[src/rtl/tl_resp_pkg.sv]
// Shared constants, field widths and FSM state type for the TL-UL SRAM responder.
package tl_resp_pkg;
  localparam int unsigned ADDR_W  = 17;
  localparam int unsigned SRC_W   = 7;
  localparam int unsigned DATA_W  = 64;
  localparam int unsigned MASK_W  = DATA_W / 8;
  localparam int unsigned WADDR_W = ADDR_W - 3;

  localparam logic [2:0] A_PUT_FULL    = 3'd0;
  localparam logic [2:0] A_PUT_PARTIAL = 3'd1;
  localparam logic [2:0] A_GET         = 3'd4;
  localparam logic [2:0] A_HINT        = 3'd5;

  localparam logic [2:0] D_ACCESS_ACK      = 3'd0;
  localparam logic [2:0] D_ACCESS_ACK_DATA = 3'd1;
  localparam logic [2:0] D_HINT_ACK        = 3'd2;

  localparam logic [2:0] MAX_SIZE = 3'd6;

  typedef enum logic [2:0] {
    S_IDLE,
    S_WRITE,
    S_ACK,
    S_RD_ISSUE,
    S_RD_RESP
  } state_e;

  // Index of the final beat: sizes up to 8 bytes are one beat, 4/5/6 give 2/4/8.
  function automatic logic [2:0] last_beat(input logic [2:0] size);
    case (size)
      3'd4:    return 3'd1;
      3'd5:    return 3'd3;
      3'd6:    return 3'd7;
      default: return 3'd0;
    endcase
  endfunction
endpackage

[src/rtl/tl_sram_responder_if.sv]
// TL-UL A/D channels plus the single-port SRAM port served by the responder.
interface tl_sram_responder_if;
  import tl_resp_pkg::*;

  logic              a_valid;
  logic              a_ready;
  logic [2:0]        a_opcode;
  logic [2:0]        a_param;
  logic [2:0]        a_size;
  logic [SRC_W-1:0]  a_source;
  logic [ADDR_W-1:0] a_address;
  logic [MASK_W-1:0] a_mask;
  logic [DATA_W-1:0] a_data;
  logic              a_corrupt;

  logic              d_valid;
  logic              d_ready;
  logic [2:0]        d_opcode;
  logic [1:0]        d_param;
  logic [2:0]        d_size;
  logic [SRC_W-1:0]  d_source;
  logic              d_sink;
  logic              d_denied;
  logic [DATA_W-1:0] d_data;
  logic              d_corrupt;

  logic               mem_en;
  logic               mem_we;
  logic [WADDR_W-1:0] mem_addr;
  logic [MASK_W-1:0]  mem_wmask;
  logic [DATA_W-1:0]  mem_wdata;
  logic [DATA_W-1:0]  mem_rdata;

  modport slave (
    input  a_valid, a_opcode, a_param, a_size, a_source, a_address, a_mask, a_data, a_corrupt,
    output a_ready,
    output d_valid, d_opcode, d_param, d_size, d_source, d_sink, d_denied, d_data, d_corrupt,
    input  d_ready,
    output mem_en, mem_we, mem_addr, mem_wmask, mem_wdata,
    input  mem_rdata
  );

  modport master (
    output a_valid, a_opcode, a_param, a_size, a_source, a_address, a_mask, a_data, a_corrupt,
    input  a_ready,
    input  d_valid, d_opcode, d_param, d_size, d_source, d_sink, d_denied, d_data, d_corrupt,
    output d_ready,
    input  mem_en, mem_we, mem_addr, mem_wmask, mem_wdata,
    output mem_rdata
  );
endinterface

[src/rtl/tl_resp_hold.sv]
// Read-data path: passes SRAM data through on its valid cycle, then presents a held copy.
module tl_resp_hold
  import tl_resp_pkg::*;
(
  input  logic              clock,
  input  logic              i_capture,
  input  logic [DATA_W-1:0] i_live,
  output logic [DATA_W-1:0] o_data
);
  logic [DATA_W-1:0] r_held;

  always_ff @(posedge clock) begin
    if (i_capture) r_held <= i_live;
  end

  assign o_data = i_capture ? i_live : r_held;
endmodule

[src/rtl/tl_sram_responder.sv]
// TL-UL slave in front of a 64-bit single-port SRAM: burst Get/Put, Hint, and denial of the rest.
module tl_sram_responder
  import tl_resp_pkg::*;
(
  input logic                clock,
  input logic                reset,
  tl_sram_responder_if.slave bus
);
  state_e             r_state;
  logic [SRC_W-1:0]   r_source;
  logic [2:0]         r_size;
  logic [WADDR_W-1:0] r_base;
  logic [2:0]         r_beat;
  logic [2:0]         r_last;
  logic               r_a_ready;
  logic               r_d_valid;
  logic [2:0]         r_d_opcode;
  logic               r_d_denied;
  logic               r_rd_en;
  logic               r_first;

  logic               w_a_fire;
  logic               w_d_fire;
  logic               w_size_ok;
  logic               w_is_get;
  logic               w_is_put;
  logic               w_wr;
  logic [WADDR_W-1:0] w_addr;
  logic [DATA_W-1:0]  w_rd_data;
  logic               w_unused_ok;

  assign w_size_ok = (bus.a_size <= MAX_SIZE);
  assign w_is_get  = (bus.a_opcode == A_GET) && w_size_ok;
  assign w_is_put  = ((bus.a_opcode == A_PUT_FULL) || (bus.a_opcode == A_PUT_PARTIAL)) && w_size_ok;
  assign w_a_fire  = bus.a_valid && bus.a_ready;
  assign w_d_fire  = bus.d_valid && bus.d_ready;

  // Put beats write in their acceptance cycle; the first beat's address comes straight off A.
  assign w_wr   = w_a_fire && (((r_state == S_IDLE) && w_is_put) || (r_state == S_WRITE));
  assign w_addr = (r_state == S_IDLE) ? bus.a_address[ADDR_W-1:3]
                                      : r_base + {{(WADDR_W-3){1'b0}}, r_beat};

  always_ff @(posedge clock) begin
    if (reset) begin
      r_state    <= S_IDLE;
      r_beat     <= '0;
      r_a_ready  <= 1'b1;
      r_d_valid  <= 1'b0;
      r_d_opcode <= D_ACCESS_ACK;
      r_d_denied <= 1'b0;
      r_rd_en    <= 1'b0;
      r_first    <= 1'b0;
    end else begin
      r_first <= 1'b0;
      case (r_state)
        S_IDLE: begin
          if (w_a_fire) begin
            r_source   <= bus.a_source;
            r_size     <= bus.a_size;
            r_base     <= bus.a_address[ADDR_W-1:3];
            r_beat     <= '0;
            r_last     <= last_beat(bus.a_size);
            r_d_denied <= 1'b0;
            if (w_is_get) begin
              r_state    <= S_RD_ISSUE;
              r_a_ready  <= 1'b0;
              r_rd_en    <= 1'b1;
              r_d_opcode <= D_ACCESS_ACK_DATA;
            end else if (w_is_put) begin
              r_d_opcode <= D_ACCESS_ACK;
              if (last_beat(bus.a_size) != 3'd0) begin
                r_state <= S_WRITE;
                r_beat  <= 3'd1;
              end else begin
                r_state   <= S_ACK;
                r_a_ready <= 1'b0;
                r_d_valid <= 1'b1;
              end
            end else begin
              r_state   <= S_ACK;
              r_a_ready <= 1'b0;
              r_d_valid <= 1'b1;
              if ((bus.a_opcode == A_HINT) && w_size_ok) begin
                r_d_opcode <= D_HINT_ACK;
              end else begin
                r_d_opcode <= D_ACCESS_ACK;
                r_d_denied <= 1'b1;
              end
            end
          end
        end
        S_WRITE: begin
          if (w_a_fire) begin
            if (r_beat == r_last) begin
              r_state   <= S_ACK;
              r_a_ready <= 1'b0;
              r_d_valid <= 1'b1;
            end else begin
              r_beat <= r_beat + 3'd1;
            end
          end
        end
        S_ACK: begin
          if (w_d_fire) begin
            r_state   <= S_IDLE;
            r_d_valid <= 1'b0;
            r_a_ready <= 1'b1;
          end
        end
        S_RD_ISSUE: begin
          r_state   <= S_RD_RESP;
          r_rd_en   <= 1'b0;
          r_d_valid <= 1'b1;
          r_first   <= 1'b1;
        end
        S_RD_RESP: begin
          if (w_d_fire) begin
            r_d_valid <= 1'b0;
            if (r_beat == r_last) begin
              r_state   <= S_IDLE;
              r_a_ready <= 1'b1;
            end else begin
              r_state <= S_RD_ISSUE;
              r_beat  <= r_beat + 3'd1;
              r_rd_en <= 1'b1;
            end
          end
        end
        default: r_state <= S_IDLE;
      endcase
    end
  end

  tl_resp_hold u_hold (
    .clock     (clock),
    .i_capture (r_first),
    .i_live    (bus.mem_rdata),
    .o_data    (w_rd_data)
  );

  // Handshake and memory strobes are masked during reset so an abandoned burst emits nothing.
  assign bus.a_ready   = r_a_ready && !reset;
  assign bus.d_valid   = r_d_valid && !reset;
  assign bus.d_opcode  = r_d_opcode;
  assign bus.d_param   = '0;
  assign bus.d_size    = r_size;
  assign bus.d_source  = r_source;
  assign bus.d_sink    = 1'b0;
  assign bus.d_denied  = r_d_denied;
  assign bus.d_data    = (r_state == S_RD_RESP) ? w_rd_data : '0;
  assign bus.d_corrupt = r_d_denied && (r_d_opcode == D_ACCESS_ACK_DATA);

  assign bus.mem_en    = (w_wr || r_rd_en) && !reset;
  assign bus.mem_we    = w_wr;
  assign bus.mem_addr  = w_addr;
  assign bus.mem_wmask = bus.a_corrupt ? '0 : bus.a_mask;
  assign bus.mem_wdata = bus.a_data;

  assign w_unused_ok = ^{bus.a_param, bus.a_address[2:0]};
endmodule
[src/flat_wrapper.sv]
// flat-port wrapper written by rule: the top's interface ports become plain ports
module tl_sram_responder_flat import tl_resp_pkg::*;
  (clock, reset, bus_a_valid, bus_a_opcode, bus_a_param, bus_a_size, bus_a_source, bus_a_address, bus_a_mask, bus_a_data, bus_a_corrupt, bus_a_ready, bus_d_valid, bus_d_opcode, bus_d_param, bus_d_size, bus_d_source, bus_d_sink, bus_d_denied, bus_d_data, bus_d_corrupt, bus_d_ready, bus_mem_en, bus_mem_we, bus_mem_addr, bus_mem_wmask, bus_mem_wdata, bus_mem_rdata);
  tl_sram_responder_if bus_i ();
  input logic clock;
  input logic reset;
  input wire logic [$bits(bus_i.a_valid)-1:0] bus_a_valid;
  input wire logic [$bits(bus_i.a_opcode)-1:0] bus_a_opcode;
  input wire logic [$bits(bus_i.a_param)-1:0] bus_a_param;
  input wire logic [$bits(bus_i.a_size)-1:0] bus_a_size;
  input wire logic [$bits(bus_i.a_source)-1:0] bus_a_source;
  input wire logic [$bits(bus_i.a_address)-1:0] bus_a_address;
  input wire logic [$bits(bus_i.a_mask)-1:0] bus_a_mask;
  input wire logic [$bits(bus_i.a_data)-1:0] bus_a_data;
  input wire logic [$bits(bus_i.a_corrupt)-1:0] bus_a_corrupt;
  output wire logic [$bits(bus_i.a_ready)-1:0] bus_a_ready;
  output wire logic [$bits(bus_i.d_valid)-1:0] bus_d_valid;
  output wire logic [$bits(bus_i.d_opcode)-1:0] bus_d_opcode;
  output wire logic [$bits(bus_i.d_param)-1:0] bus_d_param;
  output wire logic [$bits(bus_i.d_size)-1:0] bus_d_size;
  output wire logic [$bits(bus_i.d_source)-1:0] bus_d_source;
  output wire logic [$bits(bus_i.d_sink)-1:0] bus_d_sink;
  output wire logic [$bits(bus_i.d_denied)-1:0] bus_d_denied;
  output wire logic [$bits(bus_i.d_data)-1:0] bus_d_data;
  output wire logic [$bits(bus_i.d_corrupt)-1:0] bus_d_corrupt;
  input wire logic [$bits(bus_i.d_ready)-1:0] bus_d_ready;
  output wire logic [$bits(bus_i.mem_en)-1:0] bus_mem_en;
  output wire logic [$bits(bus_i.mem_we)-1:0] bus_mem_we;
  output wire logic [$bits(bus_i.mem_addr)-1:0] bus_mem_addr;
  output wire logic [$bits(bus_i.mem_wmask)-1:0] bus_mem_wmask;
  output wire logic [$bits(bus_i.mem_wdata)-1:0] bus_mem_wdata;
  input wire logic [$bits(bus_i.mem_rdata)-1:0] bus_mem_rdata;
  assign bus_i.a_valid = bus_a_valid;
  assign bus_i.a_opcode = bus_a_opcode;
  assign bus_i.a_param = bus_a_param;
  assign bus_i.a_size = bus_a_size;
  assign bus_i.a_source = bus_a_source;
  assign bus_i.a_address = bus_a_address;
  assign bus_i.a_mask = bus_a_mask;
  assign bus_i.a_data = bus_a_data;
  assign bus_i.a_corrupt = bus_a_corrupt;
  assign bus_a_ready = bus_i.a_ready;
  assign bus_d_valid = bus_i.d_valid;
  assign bus_d_opcode = bus_i.d_opcode;
  assign bus_d_param = bus_i.d_param;
  assign bus_d_size = bus_i.d_size;
  assign bus_d_source = bus_i.d_source;
  assign bus_d_sink = bus_i.d_sink;
  assign bus_d_denied = bus_i.d_denied;
  assign bus_d_data = bus_i.d_data;
  assign bus_d_corrupt = bus_i.d_corrupt;
  assign bus_i.d_ready = bus_d_ready;
  assign bus_mem_en = bus_i.mem_en;
  assign bus_mem_we = bus_i.mem_we;
  assign bus_mem_addr = bus_i.mem_addr;
  assign bus_mem_wmask = bus_i.mem_wmask;
  assign bus_mem_wdata = bus_i.mem_wdata;
  assign bus_i.mem_rdata = bus_mem_rdata;
  tl_sram_responder u_core (.clock(clock), .reset(reset), .bus(bus_i));
endmodule
[config.mk]
export PLATFORM = sky130hd
export DESIGN_NAME = tl_sram_responder_flat
export DESIGN_NICKNAME = d
export VERILOG_FILES = /design/src/rtl/tl_resp_pkg.sv /design/src/rtl/tl_sram_responder_if.sv /design/src/rtl/tl_resp_hold.sv /design/src/rtl/tl_sram_responder.sv /design/src/flat_wrapper.sv
export SDC_FILE = /design/constraint.sdc
export NUM_CORES = 1
export LEC_CHECK = 0
export BUFFER_PORTS_ARGS = -buffer_cell sky130_fd_sc_hd__buf_2
export CAP_MARGIN = 20
export CELL_PAD_IN_SITES_DETAIL_PLACEMENT = 2
export CELL_PAD_IN_SITES_GLOBAL_PLACEMENT = 2
export CORE_ASPECT_RATIO = 0.6
export CORE_MARGIN = 2
export CORE_UTILIZATION = 23
export CTS_CLUSTER_SIZE = 10
export DETAILED_ROUTE_END_ITERATION = 16
export PLACE_DENSITY = 0.86
export SETUP_SLACK_MARGIN = 0.05
export SYNTH_ARGS = -nofsm -noshare
export SYNTH_HDL_FRONTEND = slang
export SYNTH_SLANG_ARGS = --single-unit
[constraint.sdc]
create_clock -name clock -period 2.8 [get_ports clock]
set_input_delay 0.14 -clock clock [delete_from_list [all_inputs] [get_ports clock]]
set_output_delay 0.14 -clock clock [all_outputs]
set_load 0.01 [all_outputs]
==> flow_summary.yaml <==
clock_tree:
  cts_root_buffer: "clkbuf_16"
  cts_tree: "done"
  clock_latency_ns: 0.35
  path_clk_slew_ns: 0.08
  clockBufferDepth: 2
  cts_buffers: 9
  h-tree-depth: 3
  cts_setup_buffers: 0
  clock-sinks: 104
final_layout:
  area_growth_syn_to_layout_pct: 29.3
  fillers: 2481
  final_nets: 832
  drive_above_1_share: 0.473
  regArea_um2: 2350
  multi_input_area_um2: 2170
logic_synthesis:
  synth_seq_cells: 104
  syn_area_um2: 5130
  async_reset_ff_frac: 0
  synth-seq-area-share: 0.458
  yosys_warnings: 0
  avgSynthCellArea_um2: 10.5
  synth_cells: 487
  post_synth_num_cell_types: 54
  synth_flop_cell: "dfxtp_1"
  synth-edff-count: 27
power_and_ir_drop:
  p_per_area_nw_per_um2: 610
  leakagePower_nw: 2.92
  max-vdd-ir-drop_uv: 253
global_routing:
  track_usage: 0.129
  grt_max_degree: 66
  antenna_found_initial: 1
  grt_pass1_vias: 4369
  overflow: 0
  grt_pass1_wl_um: 23700
sta:
  max-slew-margin-rel: 0.514
  finalWorstSetupSlack_ns: 0.342
  worst_pin_slew_ns: 0.729
  slew_viol_final: 0
  setup_viol: 0
  fmax_mhz: 407
  skew_ns: 0.0116
  rsz0062_at_grt: "no"
  setup_tns_ns: 0
  hold_violations: 0
  post-route-min-period_ns: 2.46
  period_share: 0.878
detailed_routing:
  drtAntennaViolNets: 0
  vias_per_cell: 4.34
  drc: 0
  routedWlPerCell_um: 16.4
  totalWireLength_um: 15500
  drt_first_pass_iters: 4
  drt_iter0_drc: 103
  via_count: 4103
floorplanning:
  dieArea_um2: 23600
  die_y_um: 120
  rows: 42
  initial_utilization: 0.234
  die_width_um: 197
  io_pins: 346
  core-area_um2: 22000
hold_path:
  worstHoldStart: "bus_mem_rdata[7]"
  hp-class: "primary input to flip-flop"
  hold_path_depth: 2
worst_setup_path:
  crit_end: "bus_mem_addr[10]"
  critPathLaunch: "u_core.r_beat[0]"
  r2r_cells: 6
  rr_endpoint: "u_core.r_beat[2]"
  required_ns: 2.66
  critPathKind: "flip-flop to output pin"
  worstPathCellList: "ha_1 -> inv_1 -> fa_1 -> inv_1 -> a21o_4 -> nor3b_2 -> xnor2_1 -> a21oi_1 -> buf_2"
  crit_fanout: 5
  r2r_start: "u_core.r_state[2]"
  cp_slowest_cell: "fa_1"
  r2r_slack_ns: 0.69
  arrival_ns: 2.32
  slowest_delay_ns: 0.46
  startpoint_type: "flip-flop"
  end_kind: "output pin"
  cpMostUsedCell: "inv_1"
placement:
  hpwl_um: 11600
  gp_congestion: 0.776
  dp_slack_ns: 0.483
  io_buffers: 207
status:
  status: "complete, no violations"
job:
  maxCapViolCount: 0
-- layout make-up --
cell class / instances / share of cell area
sequential: 104 / 0.355
clock buffer: 11 / 0.0398
timing repair buffer: 242 / 0.206
antenna: 1 / 0.000377
inverter: 9 / 0.00528
tap: 286 / 0.0539
multi-input combinational: 287 / 0.326
clock inverter: 5 / 0.0128
-- cells in the final DEF, fill, tap and decap left out, types with 2 or more instances in the layout --
cell type	n
a211oi_1	2
a21o_1	3
a21oi_1	21
a31o_2	2
a31oi_1	3
buf_2	207
buf_4	11
bufinv_16	2
clkbuf_16	10
conb_1	4
dfxtp_1	75
dfxtp_2	2
dlygate4sd3_1	23
edfxtp_1	27
ha_1	4
inv_1	8
mux2_2	65
nand2_1	7
nand2b_1	2
nand3_1	6
nand3b_1	3
nand4_1	2
nor2_1	33
nor2b_1	75
nor3_1	7
nor3b_2	2
o311a_1	2
xnor2_1	11
xor2_1	6
-- power by group --
group	internal [mW]	switching, mW	total, mW
Sequential	1.77	0.0676	1.84
Clock	0.868	0.591	1.46
Combinational	0.388	0.359	0.747
-- how the worst min path moves through the flow --
stage	endpoint	slack (ns)
3_3_place_gp	bus_mem_wdata[21]	0.28
3_5_place_dp	bus_mem_wdata[21]	0.28
2_1_floorplan	u_core.bus.d_size[0]	0.24
5_1_grt	u_core.u_hold.r_held[8]	0.0009
6_report	u_core.u_hold.r_held[7]	0.03
4_1_cts	u_core.u_hold.r_held[6]	0.0005
-- per-layer routing --
metal / routed length (um) / vias up / GRT usage
met4: 149 / 0 / 0.0277
met5: 0 / - / 0
met2: 7290 / 150 / 0.206
li1: - / 1907 / -
met1: 6710 / 2029 / 0.156
met3: 1320 / 17 / 0.0663
-- timing repair --
action / CTS / global route
hold endpoints to repair: 23 / 0
resized for setup: 0 / 4
endpoints found under the setup margin: 0 / 5
hold buffers: 23 / 0
-- state kept, by name (all words and copies together), names as in the netlist, 2 cells and up --
register	flops
u_core.u_hold.r_held	64
u_core.r_base	14
u_core.bus.d_source	7
u_core.bus.d_size	3
u_core.r_beat	3
u_core.r_last	3
u_core.r_state	3
u_core.bus.d_opcode	2
-- worst max-delay path: cells and delay by family, from the launching register on --
family                   cells  cell delay [ns]
AO/OA/AOI/OAI                2             0.24
XOR/XNOR                     1             0.15
adder cells (fa/ha/maj)      2             0.66
buffers and inverters        3             0.32
flip-flops                   1             0.39
AND/OR/NAND/NOR              1             0.20
-- stage by stage --
step	hold slack, ns	total power, mW	utilization	instances	area (um2)
after floorplan	0.239	2.41	-	490	5140
after global placement	0.280	2.54	0.275	905	6030
after detailed placement	0.280	2.59	0.275	905	6030
after CTS	0.000455	4.12	0.301	944	6610
after global routing	0.000902	4.28	0.302	944	6630
final	0.0260	4.04	0.302	945	6630
-- logic make-up after synthesis --
family / count (synthesis) / synth area share
flip-flops: 104 / 0.458
buffers and inverters: 99 / 0.125
adder cells (fa/ha/maj): 5 / 0.0137
AO/OA/AOI/OAI: 46 / 0.0636
AND/OR/NAND/NOR: 148 / 0.163
other: 1 / 0.000731
multiplexers: 67 / 0.147
XOR/XNOR: 17 / 0.0290
-- Yosys cell counts, types with 2 or more instances --
cell | instances | area share
buf_4 | 68 | 0.099
nor3_1 | 7 | 0.0068
nor3b_1 | 3 | 0.0044
xnor2_1 | 11 | 0.019
nand2b_1 | 2 | 0.0024
a31oi_1 | 3 | 0.0037
nand3b_1 | 3 | 0.0044
nand4_1 | 2 | 0.0024
a211oi_1 | 2 | 0.0029
nor2_1 | 33 | 0.024
xor2_1 | 6 | 0.010
nor2b_1 | 75 | 0.091
a21oi_1 | 21 | 0.020
buf_2 | 6 | 0.0059
a31o_2 | 2 | 0.0034
dfxtp_1 | 77 | 0.30
a21o_1 | 4 | 0.0059
nand3_1 | 6 | 0.0059
nand2_1 | 7 | 0.0051
ha_1 | 4 | 0.0098
clkbuf_1 | 14 | 0.010
edfxtp_1 | 27 | 0.16
mux2_2 | 65 | 0.14
inv_1 | 8 | 0.0059
o311a_1 | 2 | 0.0039
(Power assumes the default switching activity.)
